File: config.mk
export PLATFORM = sky130hd
export DESIGN_NAME = vga_timing_gen_flat
export DESIGN_NICKNAME = d
export VERILOG_FILES = /design/src/rtl/vga_timing_pkg.sv /design/src/rtl/vga_timing_gen_if.sv /design/src/rtl/pix_strobe.sv /design/src/rtl/vga_timing_gen.sv /design/src/flat_wrapper.sv
export SDC_FILE = /design/constraint.sdc
export NUM_CORES = 1
export LEC_CHECK = 0
export BUFFER_PORTS_ARGS = -buffer_cell sky130_fd_sc_hd__buf_2
export CORE_ASPECT_RATIO = 0.5
export CORE_MARGIN = 8
export CORE_UTILIZATION = 47
export CTS_CLUSTER_DIAMETER = 40
export DETAILED_ROUTE_END_ITERATION = 12
export HOLD_SLACK_MARGIN = 0.08
export PLACE_DENSITY = 0.69
export SKIP_CTS_REPAIR_TIMING = 1
export SYNTH_ARGS = -nofsm -noshare
export SYNTH_HDL_FRONTEND = slang
export SYNTH_HIERARCHICAL = 1
export SYNTH_SLANG_ARGS = --single-unit
File: constraint.sdc
create_clock -name dclk -period 2 [get_ports dclk]
set_input_delay 0.4 -clock dclk [delete_from_list [all_inputs] [get_ports dclk]]
set_output_delay 0.4 -clock dclk [all_outputs]
set_load 0.005 [all_outputs]
File: src/rtl/vga_timing_pkg.sv
// vga_timing_pkg: default 640x480@60 timing constants, sync polarity constants and clog2.
// Shared by vga_timing_gen, its pixel divider and its output interface.
package vga_timing_pkg;
    function automatic int clog2(input int v);
        int r;
        r = 0;
        while ((1 << r) < v) r++;
        return r;
    endfunction
    localparam int DEF_H_ACTIVE = 640;
    localparam int DEF_H_FP     = 16;
    localparam int DEF_H_SYNC   = 96;
    localparam int DEF_H_BP     = 48;
    localparam int DEF_V_ACTIVE = 480;
    localparam int DEF_V_FP     = 10;
    localparam int DEF_V_SYNC   = 2;
    localparam int DEF_V_BP     = 29;
    localparam int DEF_PIX_DIV  = 1;
    localparam int MAX_PIX_DIV  = 16;
    localparam bit POL_LOW      = 1'b0;
    localparam bit POL_HIGH     = 1'b1;
    localparam int DEF_H_TOTAL  = DEF_H_ACTIVE + DEF_H_FP + DEF_H_SYNC + DEF_H_BP;
    localparam int DEF_V_TOTAL  = DEF_V_ACTIVE + DEF_V_FP + DEF_V_SYNC + DEF_V_BP;
    localparam int DEF_XW       = clog2(DEF_H_TOTAL);
    localparam int DEF_YW       = clog2(DEF_V_TOTAL);
endpackage

File: src/rtl/vga_timing_gen_if.sv
// vga_timing_gen_if: video timing bundle between the generator and its consumer.
// master (generator): en in; pix_ce, hsync, vsync, de, x, y, line_start, frame_start out.
// slave (consumer): the mirror image.
interface vga_timing_gen_if
    import vga_timing_pkg::*;
#(
    parameter int XW = DEF_XW,
    parameter int YW = DEF_YW
);
    logic          en;
    logic          pix_ce;
    logic          hsync;
    logic          vsync;
    logic          de;
    logic [XW-1:0] x;
    logic [YW-1:0] y;
    logic          line_start;
    logic          frame_start;
    modport master (input en, output pix_ce, hsync, vsync, de, x, y, line_start, frame_start);
    modport slave (output en, input pix_ce, hsync, vsync, de, x, y, line_start, frame_start);
endinterface

File: src/rtl/pix_strobe.sv
// pix_strobe: divides dclk down to the pixel rate.
// dclk: clock; clr_n: async active-low reset; en: run enable (low holds the phase);
// pix_ce: combinational strobe, high on the enabled dclk that ends a pixel period.
module pix_strobe
    import vga_timing_pkg::*;
#(
    parameter int PIX_DIV = DEF_PIX_DIV
) (
    input  logic dclk,
    input  logic clr_n,
    input  logic en,
    output logic pix_ce
);
    if (PIX_DIV < 1 || PIX_DIV > MAX_PIX_DIV) begin : g_bad_div
        $fatal(1, "pix_strobe: PIX_DIV must be 1..16");
    end
    localparam int DW = (PIX_DIV > 1) ? clog2(PIX_DIV) : 1;
    localparam logic [DW-1:0] LAST = DW'(PIX_DIV - 1);
    logic [DW-1:0] div;
    assign pix_ce = en && div == LAST;
    always_ff @(posedge dclk or negedge clr_n) begin
        if (!clr_n) div <= '0;
        else if (en) div <= pix_ce ? '0 : div + 1'b1;
    end
endmodule

File: src/rtl/vga_timing_gen.sv
// vga_timing_gen: programmable raster timing generator (sync, blanking, position, line/frame pulses).
// dclk: clock; clr_n: async active-low reset;
// vif (master): en in; pix_ce, hsync, vsync, de, x, y, line_start, frame_start out,
// all registered one dclk behind the hc/vc counters.
module vga_timing_gen
    import vga_timing_pkg::*;
#(
    parameter int H_ACTIVE = DEF_H_ACTIVE,
    parameter int H_FP     = DEF_H_FP,
    parameter int H_SYNC   = DEF_H_SYNC,
    parameter int H_BP     = DEF_H_BP,
    parameter int V_ACTIVE = DEF_V_ACTIVE,
    parameter int V_FP     = DEF_V_FP,
    parameter int V_SYNC   = DEF_V_SYNC,
    parameter int V_BP     = DEF_V_BP,
    parameter bit HS_POL   = POL_LOW,
    parameter bit VS_POL   = POL_LOW,
    parameter int PIX_DIV  = DEF_PIX_DIV
) (
    input logic              dclk,
    input logic              clr_n,
    vga_timing_gen_if.master vif
);
    if (H_ACTIVE <= 0 || H_FP <= 0 || H_SYNC <= 0 || H_BP <= 0 ||
        V_ACTIVE <= 0 || V_FP <= 0 || V_SYNC <= 0 || V_BP <= 0) begin : g_bad_timing
        $fatal(1, "vga_timing_gen: timing parameters must be non-zero");
    end
    localparam int H_TOTAL = H_ACTIVE + H_FP + H_SYNC + H_BP;
    localparam int V_TOTAL = V_ACTIVE + V_FP + V_SYNC + V_BP;
    localparam int XW = clog2(H_TOTAL);
    localparam int YW = clog2(V_TOTAL);
    localparam logic [XW-1:0] H_LAST = XW'(H_TOTAL - 1);
    localparam logic [XW-1:0] H_VIS  = XW'(H_ACTIVE);
    localparam logic [XW-1:0] HS_ON  = XW'(H_ACTIVE + H_FP);
    localparam logic [XW-1:0] HS_OFF = XW'(H_ACTIVE + H_FP + H_SYNC);
    localparam logic [YW-1:0] V_LAST = YW'(V_TOTAL - 1);
    localparam logic [YW-1:0] V_VIS  = YW'(V_ACTIVE);
    localparam logic [YW-1:0] VS_ON  = YW'(V_ACTIVE + V_FP);
    localparam logic [YW-1:0] VS_OFF = YW'(V_ACTIVE + V_FP + V_SYNC);
    logic          adv;
    logic          new_px;
    logic [XW-1:0] hc;
    logic [YW-1:0] vc;
    pix_strobe #(.PIX_DIV(PIX_DIV)) u_strobe (
        .dclk   (dclk),
        .clr_n  (clr_n),
        .en     (vif.en),
        .pix_ce (adv)
    );
    // new_px marks the first enabled dclk on which hc/vc hold a fresh pixel,
    // so line/frame pulses fire once even when a pixel lasts PIX_DIV dclks.
    always_ff @(posedge dclk or negedge clr_n) begin
        if (!clr_n) begin
            hc     <= '0;
            vc     <= '0;
            new_px <= 1'b1;
        end else if (vif.en) begin
            new_px <= adv;
            if (adv) begin
                hc <= (hc == H_LAST) ? '0 : hc + 1'b1;
                if (hc == H_LAST) vc <= (vc == V_LAST) ? '0 : vc + 1'b1;
            end
        end
    end
    always_ff @(posedge dclk or negedge clr_n) begin
        if (!clr_n) begin
            vif.pix_ce      <= 1'b0;
            vif.line_start  <= 1'b0;
            vif.frame_start <= 1'b0;
            vif.de          <= 1'b0;
            vif.x           <= '0;
            vif.y           <= '0;
            vif.hsync       <= ~HS_POL;
            vif.vsync       <= ~VS_POL;
        end else begin
            vif.pix_ce      <= adv;
            vif.line_start  <= vif.en && new_px && hc == '0;
            vif.frame_start <= vif.en && new_px && hc == '0 && vc == '0;
            if (vif.en) begin
                vif.x     <= hc;
                vif.y     <= vc;
                vif.de    <= hc < H_VIS && vc < V_VIS;
                vif.hsync <= (hc >= HS_ON && hc < HS_OFF) ? HS_POL : ~HS_POL;
                vif.vsync <= (vc >= VS_ON && vc < VS_OFF) ? VS_POL : ~VS_POL;
            end
        end
    end
endmodule

File: src/flat_wrapper.sv
// flat-port wrapper written by rule: the top's interface ports become plain ports
module vga_timing_gen_flat import vga_timing_pkg::*;
#(
    parameter int H_ACTIVE = DEF_H_ACTIVE,
    parameter int H_FP     = DEF_H_FP,
    parameter int H_SYNC   = DEF_H_SYNC,
    parameter int H_BP     = DEF_H_BP,
    parameter int V_ACTIVE = DEF_V_ACTIVE,
    parameter int V_FP     = DEF_V_FP,
    parameter int V_SYNC   = DEF_V_SYNC,
    parameter int V_BP     = DEF_V_BP,
    parameter bit HS_POL   = POL_LOW,
    parameter bit VS_POL   = POL_LOW,
    parameter int PIX_DIV  = DEF_PIX_DIV
)
  (dclk, clr_n, vif_en, vif_pix_ce, vif_hsync, vif_vsync, vif_de, vif_x, vif_y, vif_line_start, vif_frame_start);
  vga_timing_gen_if vif_i ();
  input logic dclk;
  input logic clr_n;
  input wire logic [$bits(vif_i.en)-1:0] vif_en;
  output wire logic [$bits(vif_i.pix_ce)-1:0] vif_pix_ce;
  output wire logic [$bits(vif_i.hsync)-1:0] vif_hsync;
  output wire logic [$bits(vif_i.vsync)-1:0] vif_vsync;
  output wire logic [$bits(vif_i.de)-1:0] vif_de;
  output wire logic [$bits(vif_i.x)-1:0] vif_x;
  output wire logic [$bits(vif_i.y)-1:0] vif_y;
  output wire logic [$bits(vif_i.line_start)-1:0] vif_line_start;
  output wire logic [$bits(vif_i.frame_start)-1:0] vif_frame_start;
  assign vif_i.en = vif_en;
  assign vif_pix_ce = vif_i.pix_ce;
  assign vif_hsync = vif_i.hsync;
  assign vif_vsync = vif_i.vsync;
  assign vif_de = vif_i.de;
  assign vif_x = vif_i.x;
  assign vif_y = vif_i.y;
  assign vif_line_start = vif_i.line_start;
  assign vif_frame_start = vif_i.frame_start;
  vga_timing_gen #(.H_ACTIVE(H_ACTIVE), .H_FP(H_FP), .H_SYNC(H_SYNC), .H_BP(H_BP), .V_ACTIVE(V_ACTIVE), .V_FP(V_FP), .V_SYNC(V_SYNC), .V_BP(V_BP), .HS_POL(HS_POL), .VS_POL(VS_POL), .PIX_DIV(PIX_DIV)) u_core (.dclk(dclk), .clr_n(clr_n), .vif(vif_i));
endmodule
==> flow_summary.ini <==
[layout]
nNetsFinal = 222
final_cells = 273
drive_gt1_share_pct = 31.48
diodes = 0
fin_area_mm2 = 0.002459
syn2layout_area_growth_pct = 14.11

[die]
die_w_um = 111.8
start_util_pct = 48.93
core_mm2 = 0.004403
ioPinCount = 29
dieArea_mm2 = 0.007138
die_y_um = 63.88
rows = 17

[clock_tree]
cts.path.max_buffers = 2
cts_root_buffer = clkbuf_8
clk_latency_ns = 0.30
cts_made_buffers = 5
cts_tree = yes
path_clk_slew_ns = 0.09
clock_sinks = 48
cts-htree-levels = 2

[power_and_ir_drop]
p_per_area_mw_per_mm2 = 831.8
p_leak_uw = 0.001160
ir_drop_uv = 331.9

[grt]
antenna_found_initial = 0
grt_pass1_wl_mm = 6.962
grt_max_degree = 49
grt.overflow.total = 0
grt_pass1_vias = 1435
track_usage_pct = 12.03

[sta]
setup_violations = 0
slew_headroom_pct = 75.07
worst_slack_ns = 0.2728
fin_setup_tns_ns = 0
hold_viol = 0
layout_min_cycle_time_ns = 1.727
tightest_slew_ns = 0.3711
rsz0062_at_grt = no
drv_slew = 0
holdWs_ns = 0.3928
timing.fmax_mhz = 579.0
finClkSkew_ns = 0.007424
period_share_pct = 86.36

[synthesis]
netlist_area_mm2 = 0.002155
syn_inst = 183
yosys_warnings = 6
synth_top_family_by_area = simple AND/OR/NAND/NOR gates
ys_seq_area_share_pct = 55.92
syn-num-nets = 190
synthDistinctLibCells = 40
synth-xor-area-share_pct = 4.878
synth_compound_area_share_pct = 4.530
yosys.area_share.simple_pct = 17.71
synth_fa_ha_area_share_pct = 2.323
synth.area.mux_share_pct = 10.92
syn_area_per_cell_um2 = 11.77
ys_ff_latch = 48

[worst_setup_path]
max_stage_delay_ns = 0.45
critPathSlowestCell = dfrtp_1
crit_start = u_core/hc[6]
crit_required_ns = 2.19
crit_fanout = 19
setup.worst_path.end = u_core/vc[3]
worstRegToRegCells = 5
crit_path_start_kind = flop
worstSetupEndpointType = flop
cp.depth = 5
reg2reg_slack_ns = 0.27
path_class = reg -> reg
crit_buf_inv = 1
r2r-start = u_core/hc[6]
worstPathArrival_ns = 1.92
r2r_end = u_core/vc[3]
crit_family = simple AND/OR/NAND/NOR gates
path_cells = or3_4 -> nor3_4 -> buf_4 -> a21boi_0 -> mux2i_1

[run_status]
status = finished clean

[drt]
vias_per_cell = 5.289
ant_nets = 0
drcViolationCount = 0
routedWlPerCell_um = 14.57
wl_mm = 3.977
dr_total_vias = 1444
firstDrtPassIters = 4
dr.first_iter.drc_count = 57

[hold_path]
hold_class = in -> reg

[placement]
post-dp-hpwl_mm = 2.789
dp_cells = 264
post_dp_cell_area_mm2 = 0.002355
dpl_worst_slack_ns = 0.1947
io_buffers = 28
gp_congestion = 0.8467

[job]
maxCapViolCount = 0
==> flip-flops by register name, summed over array words and instances, names as in the netlist <==
name and cells:
u_core/vif.pix_ce 1, u_core/vif.hsync 1, u_core/vif.de 1, u_core/u_strobe/div 1
u_core/vif.x 10, u_core/vif.line_start 1, u_core/vif.frame_start 1, u_core/new_px 1
u_core/vif.vsync 1, u_core/vc 10, u_core/vif.y 10, u_core/hc 10
==> how the worst min path moves through the flow <==
| stage | startpoint | endpoint | slack (ns) | depth (start not counted) |
|---|---|---|---|---|
| CTS | clr_n | u_core/vc[2] | 0.07 | 2 |
| floorplan | clr_n | u_core/hc[0] | 0.10 | 0 |
| global placement | clr_n | u_core/vc[0] | 0.40 | 2 |
| global route | vif_en | u_core/vif.pix_ce | 0.39 | 2 |
| detailed placement | clr_n | u_core/vif.y[1] | 0.40 | 2 |
| finish | vif_en | u_core/vif.pix_ce | 0.39 | 2 |
==> cell usage after synthesis (all sizes together) <==
master  instances  area (µm²)
dfrtp          45        1126
buf             7       50.04
and2b           1       8.760
nand3           8       40.04
and3b           1       8.760
nor4            2       12.51
o31ai           1       7.510
a31oi           2       12.51
a21boi          1       7.510
or4             1       7.510
a22o            1       8.760
or2             1       6.260
nand2           9       33.78
xor2            1       8.760
inv             7       26.28
o21ai           8       40.04
a21bo           1       10.01
dfstp           3       78.83
nor2           11       41.29
or3             2       17.52
and4            1       8.760
ha              4       50.05
nand4b          3       26.28
mux2           20       225.2
mux2i           1       10.01
nor3            9       56.31
o22ai           1       6.260
a21oi           1       5.000
and2            2       12.51
nand2b          1       6.260
clkbuf          1       3.750
xnor2          11       96.34
and3            4       26.28
nor2b           3       18.77
nand4           8       50.05
==> metal layers <==
metal	GRT usage, %	vias up	routed length [µm]
met5	0	-	0
met4	6.071	0	76
met3	3.839	8	152
met2	18.35	24	1762
met1	15.24	701	1985
li1	-	711	-
==> report_power, final <==
part	total, µW	switching [µW]	internal [µW]
Clock	601	320	281
Combinational	268	122	146
Sequential	1180	105	1070
==> stage by stage <==
| step | total power, µW | utilization [%] |
|---|---|---|
| floorplan | 1378 | - |
| global placement | 1462 | 53.48 |
| detailed placement | 1471 | 53.48 |
| CTS | 2073 | 55.61 |
| global route | 2166 | 55.84 |
| finish | 2045 | 55.84 |
==> logic make-up (layout without fill, tap and decap cells) <==
| family | count (synthesis) | count (layout) |
|---|---|---|
| and+or+nand+nor | 67 | 67 |
| DFF | 48 | 48 |
| muxes | 21 | 21 |
| AOI/OAI and AO/OA | 16 | 16 |
| buffers and inverters | 15 | 48 |
| xor gates and xnor gates | 12 | 12 |
| adders and majority gates | 4 | 4 |
==> layout make-up <==
cell class | count | area, µm²
Fill cell | 388 | 1944
Inverter | 7 | 26.28
Multi-Input combinational cell | 120 | 869.6
Clock buffer | 7 | 86.33
Tap cell | 57 | 71.32
Clock inverter | 1 | 7.507
Sequential cell | 48 | 1205
Timing Repair Buffer | 33 | 192.7
==> layout by cell type (no fill, tap or decap), types with 2 or more instances in the layout <==
cell,count
nor4_1,2
ha_1,4
nor2_1,11
nand3_1,8
buf_2,28
nand2_1,9
a31oi_1,2
and2_1,2
buf_4,3
and3_1,3
xnor2_1,11
nor2b_1,3
nand4b_1,3
o21ai_0,8
inv_1,7
dfstp_2,3
dfrtp_1,45
nand4_1,8
nor3_1,8
clkbuf_8,6
mux2_2,20
(Power assumes the default switching activity.)
